[src/rtl/key_debounce.sv]
// key_debounce: per-key 2-flop synchroniser, debounce FSM and press pulse
// generator for the active-low DE1 push-buttons. KEY_PULSE feeds the I/O
// layer's key set/reset register (one set event per physical press);
// KEY_LEVEL is the debounced held state for LEDs/debug.
module key_debounce #(
  parameter int NUM_KEYS        = 3,
  parameter int DEBOUNCE_CYCLES = 500000,
  parameter int CNT_W           = $clog2(DEBOUNCE_CYCLES + 1)
) (
  input  logic                clk,
  input  logic                rst_n,
  input  logic [NUM_KEYS-1:0] KEY_n,
  output logic [NUM_KEYS-1:0] KEY_PULSE,
  output logic [NUM_KEYS-1:0] KEY_LEVEL
);

  typedef enum logic [1:0] {
    ST_RELEASED     = 2'd0,
    ST_PRESS_WAIT   = 2'd1,
    ST_PRESSED      = 2'd2,
    ST_RELEASE_WAIT = 2'd3
  } state_t;

  // Count reaching CNT_LAST on a still-stable sample completes the window.
  localparam logic [CNT_W-1:0] CNT_ZERO = {CNT_W{1'b0}};
  localparam logic [CNT_W-1:0] CNT_ONE  = CNT_W'(1);
  localparam logic [CNT_W-1:0] CNT_LAST = CNT_W'(DEBOUNCE_CYCLES - 1);

  logic [NUM_KEYS-1:0] sync1_r;
  logic [NUM_KEYS-1:0] sync2_r;

  // Two-flop synchroniser; both stages reset to the released (high) level.
  always_ff @(posedge clk) begin
    if (!rst_n) begin
      sync1_r <= {NUM_KEYS{1'b1}};
      sync2_r <= {NUM_KEYS{1'b1}};
    end else begin
      sync1_r <= KEY_n;
      sync2_r <= sync1_r;
    end
  end

  for (genvar k = 0; k < NUM_KEYS; k++) begin : g_key
    state_t           state_r;
    state_t           state_s;
    logic [CNT_W-1:0] cnt_r;
    logic [CNT_W-1:0] cnt_s;
    logic             pressed_s;
    logic             accept_s;
    logic             armed_r;
    logic             pulse_r;
    logic             level_r;

    assign pressed_s = ~sync2_r[k];

    // Next-state and counter logic; accept_s marks the PRESS_WAIT->PRESSED step.
    always_comb begin
      state_s  = state_r;
      cnt_s    = CNT_ZERO;
      accept_s = 1'b0;
      case (state_r)
        ST_RELEASED: begin
          if (pressed_s) begin
            cnt_s   = CNT_ONE;
            state_s = ST_PRESS_WAIT;
          end else begin
            cnt_s   = CNT_ZERO;
          end
        end
        ST_PRESS_WAIT: begin
          if (!pressed_s) begin
            cnt_s   = CNT_ZERO;
            state_s = ST_RELEASED;
          end else if (cnt_r == CNT_LAST) begin
            cnt_s    = CNT_ZERO;
            state_s  = ST_PRESSED;
            accept_s = 1'b1;
          end else begin
            cnt_s = cnt_r + CNT_ONE;
          end
        end
        ST_PRESSED: begin
          if (!pressed_s) begin
            cnt_s   = CNT_ONE;
            state_s = ST_RELEASE_WAIT;
          end else begin
            cnt_s   = CNT_ZERO;
          end
        end
        ST_RELEASE_WAIT: begin
          if (pressed_s) begin
            cnt_s   = CNT_ZERO;
            state_s = ST_PRESSED;
          end else if (cnt_r == CNT_LAST) begin
            cnt_s   = CNT_ZERO;
            state_s = ST_RELEASED;
          end else begin
            cnt_s = cnt_r + CNT_ONE;
          end
        end
        default: begin
          cnt_s   = CNT_ZERO;
          state_s = ST_RELEASED;
        end
      endcase
    end

    // State/counter register plus registered outputs; the pulse is delayed
    // through armed_r so it lines up with the first cycle KEY_LEVEL is high.
    always_ff @(posedge clk) begin
      if (!rst_n) begin
        state_r <= ST_RELEASED;
        cnt_r   <= CNT_ZERO;
        armed_r <= 1'b0;
        pulse_r <= 1'b0;
        level_r <= 1'b0;
      end else begin
        state_r <= state_s;
        cnt_r   <= cnt_s;
        armed_r <= accept_s;
        pulse_r <= armed_r;
        level_r <= (state_r == ST_PRESSED) || (state_r == ST_RELEASE_WAIT);
      end
    end

    assign KEY_PULSE[k] = pulse_r;
    assign KEY_LEVEL[k] = level_r;
  end

endmodule
[config.mk]
export PLATFORM = sky130hd
export DESIGN_NAME = key_debounce
export DESIGN_NICKNAME = d
export VERILOG_FILES = /design/src/rtl/key_debounce.sv
export SDC_FILE = /design/constraint.sdc
export NUM_CORES = 1
export LEC_CHECK = 0
export CORE_MARGIN = 2
export CORE_UTILIZATION = 60
export DETAILED_ROUTE_END_ITERATION = 8
export GPL_TIMING_DRIVEN = 0
export PLACE_DENSITY_LB_ADDON = 0.15
export RECOVER_POWER = 100
export SLEW_MARGIN = 20
export SYNTH_ARGS = -nofsm -noshare
export SYNTH_HDL_FRONTEND = slang
export SYNTH_SLANG_ARGS = --single-unit
export TNS_END_PERCENT = 20
[constraint.sdc]
create_clock -name clk -period 3.4 [get_ports clk]
set_input_delay 0.34 -clock clk [delete_from_list [all_inputs] [get_ports clk]]
set_output_delay 0.34 -clock clk [all_outputs]
set_load 0.02 [all_outputs]
==> results of run 1 <==
## cell type report
cell class              count  area (um2)
plain buffers              16        83.8
clock buffers               9         124
clock inverters             7        63.8
fillers                   463        1740
inverters                  15        56.3
multi-input cells         269        1650
flip-flops and latches     78        1560
well taps                  72        90.1
repair buffers             10         100
## metal layers
| metal | global-route usage (%) | vias up | routed length (um) |
|---|---|---|---|
| li1 | - | 1354 | - |
| met1 | 26.9 | 1215 | 2940 |
| met3 | 3.41 | 11 | 180 |
| met5 | 0 | - | 0 |
| met4 | 10.9 | 0 | 115 |
| met2 | 35.3 | 41 | 2910 |
## metrics by stage
step	util, %	total power (uW)	std cells	instance area (um2)	hold slack [ns]
2_1_floorplan	-	952	378	3380	0.386
3_3_place_gp	65.2	960	460	3570	0.390
3_5_place_dp	65.2	961	460	3570	0.399
4_1_cts	68.6	1620	476	3750	0.425
5_1_grt	68.1	1650	476	3730	0.449
6_report	68.1	1600	476	3730	0.420
## Yosys cell counts, types with 5 or more instances
library cell / n
a21oi_1: 6
xor2_1: 10
nor2_1: 57
clkbuf_1: 6
nand2b_1: 10
dfxtp_1: 78
nand3_1: 24
nand2_1: 20
and3_1: 5
nor3_1: 18
buf_4: 7
nor4_1: 16
inv_1: 15
or3_1: 5
xnor2_1: 35
nand4_1: 14
## how the worst min path moves through the flow
stage                     from         end
floorplan           sync1_r[0]  sync2_r[0]
global placement    sync1_r[2]  sync2_r[2]
detailed placement  sync1_r[0]  sync2_r[0]
CTS                 sync1_r[0]  sync2_r[0]
global route        sync1_r[1]  sync2_r[1]
finish              sync1_r[2]  sync2_r[2]
## kinds of logic after synthesis
logic type                 share of synthesized area (%)
muxes                                              0.890
buffers and inverters                               4.34
DFF                                                 46.3
AOI/OAI and AO/OA                                   4.67
and+or+nand+nor                                     30.7
adders and majority gates                           1.48
xor gates and xnor gates                            11.7
## sequential cells by signal, indices dropped and copies added (netlist names), named ones only
| register | cells |
|---|---|
| g_key.cnt_r | 57 |
| g_key.armed_r | 3 |
| g_key.level_r | 3 |
| g_key.pulse_r | 3 |
| g_key.state_r | 3 |
| sync1_r | 3 |
| sync2_r | 3 |
## power by group through the flow
stage | registers, uW | clock network, uW | logic, uW
global route | 922 | 708 | 19.4
floorplan | 942 | 0 | 10.3
global placement | 943 | 0 | 17.3
CTS | 921 | 677 | 17.9
finish | 921 | 657 | 17.3
detailed placement | 943 | 0 | 17.8
==> impl_metrics.yaml, run 1 <==
synth:
  synth_area_per_cell_um2: 8.93
  yosysTopAreaCellShare_pct: 46.3
  yosysTopAreaCell: "dfxtp_1"
  ys_async_sr_fraction_pct: 0
  ys_seq_elements: 78
  synth_area_leaders: "dfxtp_1 46%, xnor2_1 9.1%, nor2_1 6.3%"
  synthesis.nets: 387
  synth_seq_area_share_pct: 46.3
  syn-cell-area_um2: 3380
  synth_edf_count: 0
  netlist_instances: 378
  synth_ff_type: "dfxtp_1"
  synth_cell_types: 45
  yosysWarnings: 0
clock_tree:
  numClockSinks: 78
  cts_buffers: 9
  cts_tree: "built"
  cts.htree.levels: 3
  clkTransAtPathRegs_ns: 0.09
  clock_latency_ns: 0.35
  ctsHoldBuffers: 0
  cts_max_path_buffers: 2
  post_cts_buffers: 0
  cts_root_buf: "clkbuf_8"
  cts-resized-gates: 0
place:
  gp_congestion: 0.849
  dp.final_hpwl_um: 4230
  io_buffers: 10
  place_worst_setup_slack_ns: 1.17
global_routing:
  antenna_found_initial: 0
  grt_max_degree: 17
  grt_usage_pct: 21.4
  grt_pass1_wl_um: 10600
  grt-ovfl-total: 0
  grt_pass1_vias: 2498
critical_path:
  cp_slowest_stage_delay_ns: 0.73
  crit_start: "g_key[0].cnt_r[0]"
  endpoint_kind: "register"
  crit_type: "register to register"
  worst-path-buf-inv: 1
  crit_fanout: 10
  worst_ep_required_time_ns: 3.63
  start_kind: "register"
  endpoint: "g_key[0].cnt_r[5]"
  cp.depth: 6
  critPathArrivalTime_ns: 2.72
  r2r_end: "g_key[0].cnt_r[5]"
  crit_family: "compound AO/OA/AOI/OAI gates"
  r2r_cells: 6
  cp_cell_sequence: "ha_1 > nor4bb_1 > nand4_1 > o21ai_0 > clkbuf_1 > nor2_1"
  rr_startpoint: "g_key[0].cnt_r[0]"
  cp_slowest_cell: "o21ai_0"
  worst-r2r-setup-slack_ns: 0.91
outcome:
  status: "complete, no violations"
worst_hold_path:
  whs_path_depth: 1
  hp-class: "register to register"
sta:
  fin_worst_skew_ns: 0.00857
  hold_violations: 0
  finalCritPeriodShare_pct: 73.1
  rsz0062_at_grt: "false"
  layout_setup_ws_ns: 0.913
  relSlewSlack_pct: 41.6
  worstMarginPinSlew_ns: 0.867
  fin_tns_setup_ns: 0
  fmax_mhz: 402
  setup_viol: 0
  slew_viol_final: 0
  fin_crit_ns: 2.49
route:
  routed_wl_um: 6140
  ant_nets: 0
  routedWlPerCell_um: 12.9
  drt-initial-drc-count: 85
  vias: 2621
  first_pass_iters: 4
  drc_errors: 0
  routed_via_density: 5.51
floorplan:
  num_rows: 27
  floorplan.die_area_um2: 6240
  ios: 11
  chipWidth_um: 79.0
  core_area_um2: 5470
  die_y_um: 79.0
  start_util_pct: 61.7
pwr:
  peakVddDrop_uv: 249
  cellLeakagePower_uw: 0.00116
  p_comb_share_pct: 1.1
  power_density_nw_per_um2: 428
  switching_power_uw: 388
  seq_power_share_pct: 57.7
  p_clk_share_pct: 41.2
  p_int_uw: 1210
  swShare_pct: 24.3
final_layout:
  final_common_cell: "dfxtp_1"
  area_delta_synth_final_pct: 10.5
  nets: 408
  drive_gt1_share_pct: 7.92
  mostFrequentLayoutCells: "78 x dfxtp_1, 57 x nor2_1, 35 x xnor2_1"
  antennaDiodeCount: 0
job:
  drv_cap: 0
Power figures use the tool's default switching activity.
==> run 2: changes to the inputs <==
Settings changed: CORE_UTILIZATION 60 to 54.
Clock period 3.4 ns to 2.2 ns, I/O delays scaled along.
==> run 2 against run 1 <==
  * Count of clock-buffer cells in the layout is the same
  * Maximum frequency grew 23%
  * Critical path type unchanged
  * Largest cell class unchanged
  * Largest power group unchanged
  * Sequential power grew 54%
==> impl_metrics.yaml, run 2 (synthesis results as in run 1) <==
global_routing:
  grt_max_degree: 16
  grt-ovfl-total: 0
  grt_usage_pct: 19.0
  grt_pass1_wl_um: 11200
  antenna_found_initial: 0
  grt_pass1_vias: 2537
final_layout:
  area_delta_synth_final_pct: 11.7
  mostFrequentLayoutCells: "78 x dfxtp_1, 57 x nor2_1, 35 x xnor2_1"
  num-fill-cells: 537
  nets: 408
  largest-register: "g_key.cnt_r"
  largest_reg_flops: 57
  final_common_cell: "dfxtp_1"
  antennaDiodeCount: 0
  multi_input_area_um2: 1660
  regArea_um2: 1560
  drive_gt1_share_pct: 9.41
route:
  vias: 2582
  routed_via_density: 5.39
  drt-initial-drc-count: 75
  routedWlPerCell_um: 12.8
  routed_wl_um: 6140
  drc_errors: 0
  ant_nets: 0
  first_pass_iters: 4
critical_path:
  cp_slowest_cell: "dfxtp_1"
  cp_slowest_stage_delay_ns: 0.47
  crit_family: "simple AND/OR/NAND/NOR gates"
  crit_fanout: 10
  cp_cell_sequence: "ha_1 > nor4bb_1 > nand4_1 > o21ai_2 > buf_2 > nor2_1"
  worst-path-buf-inv: 1
  crit_type: "register to register"
  worst_ep_required_time_ns: 2.44
  worst-r2r-setup-slack_ns: 0.18
  endpoint_kind: "register"
  start_kind: "register"
  critPathArrivalTime_ns: 2.26
sta:
  worstMarginPinSlew_ns: 0.552
  fin_tns_setup_ns: 0
  whs_ns: 0.414
  fin_crit_ns: 2.02
  fin_worst_skew_ns: 0.00793
  finalCritPeriodShare_pct: 91.9
  hold_violations: 0
  rsz0062_at_grt: "false"
  relSlewSlack_pct: 62.9
  fmax_mhz: 494
  slew_viol_final: 0
  setup_viol: 0
outcome:
  status: "complete, no violations"
pwr:
  swShare_pct: 22.8
  seq_power_share_pct: 55.7
  switching_power_uw: 584
  p_comb_share_pct: 1.0
  p_int_uw: 1970
  power_density_nw_per_um2: 678
  p_total_uw: 2560
  peakVddDrop_uv: 371
  cellLeakagePower_uw: 0.00119
  p_clk_share_pct: 43.2
floorplan:
  die_y_um: 83.1
  core_area_um2: 5990
  chipWidth_um: 83.1
  num_rows: 28
  ios: 11
  floorplan.die_area_um2: 6900
  start_util_pct: 56.3
clock_tree:
  cts_root_buf: "clkbuf_8"
  cts_tree: "built"
  numClockSinks: 78
  cts-resized-gates: 0
  cts_max_path_buffers: 2
  cts.htree.levels: 3
  clock_latency_ns: 0.35
  clkTransAtPathRegs_ns: 0.09
  post_cts_buffers: 0
  cts_buffers: 9
  ctsHoldBuffers: 0
job:
  drv_cap: 0
worst_hold_path:
  hp-class: "register to register"
place:
  io_buffers: 10
  gp_congestion: 0.832
  dp.final_hpwl_um: 4280
## run 2: cell types whose count changed in the layout (fill, tap and decap cells not counted), sizes merged
cell      change
buf           +2
inv           -1
clkinv        +1
clkinvlp      -1
clkbuf        -2
bufinv        +1
## run 2: final timing paths
kind                      from           endpoint  cells after the start
max          g_key[0].cnt_r[0]  g_key[0].cnt_r[5]                      6
min                 sync1_r[0]         sync2_r[0]                      1
max reg2reg  g_key[0].cnt_r[0]  g_key[0].cnt_r[5]                      6
min reg2reg         sync1_r[0]         sync2_r[0]                      1
## run 2: power by group through the flow
stage | logic (uW) | registers (uW) | clock network (uW)
2_1_floorplan | 15.9 | 1460 | 0
3_3_place_gp | 26.8 | 1460 | 0
3_5_place_dp | 27.5 | 1460 | 0
4_1_cts | 27.6 | 1420 | 1120
5_1_grt | 30.3 | 1430 | 1180
6_report | 26.7 | 1420 | 1110
## run 2: layout make-up
cell class,count,area share [%]
clock buffer,9,3.28
inverter,15,1.49
timing repair buffer,10,2.65
buffer,16,2.39
multi-input combinational,269,44.1
sequential,78,41.4
clock inverter,7,2.16
tap,75,2.49
## run 2: metrics by stage
step                      cells  worst slack [ns]  area [um2]  util (%)
after global routing        479           0.00300        3770      62.9
after CTS                   479             0.169        3770      63.0
after floorplan             378             0.396        3380         -
after detailed placement    463             0.108        3570      59.6
after global placement      463             0.110        3570      59.6
final                       479             0.178        3770      62.9
## run 2: routing by layer
| layer | vias to the layer above | global-route usage (%) | wire length (um) |
|---|---|---|---|
| li1 | 1358 | - | - |
| met1 | 1195 | 25.5 | 3120 |
| met2 | 23 | 30.7 | 2840 |
| met3 | 6 | 4.47 | 121 |
| met4 | 0 | 5.51 | 68 |
| met5 | - | 0 | 0 |
## run 2: worst reg2reg max path, cell delays in order (launching register included)
cell and delay (ns):
dfxtp_1 0.47, ha_1 0.24, nor4bb_1 0.23, nand4_1 0.23
o21ai_2 0.38, buf_2 0.29, nor2_1 0.07
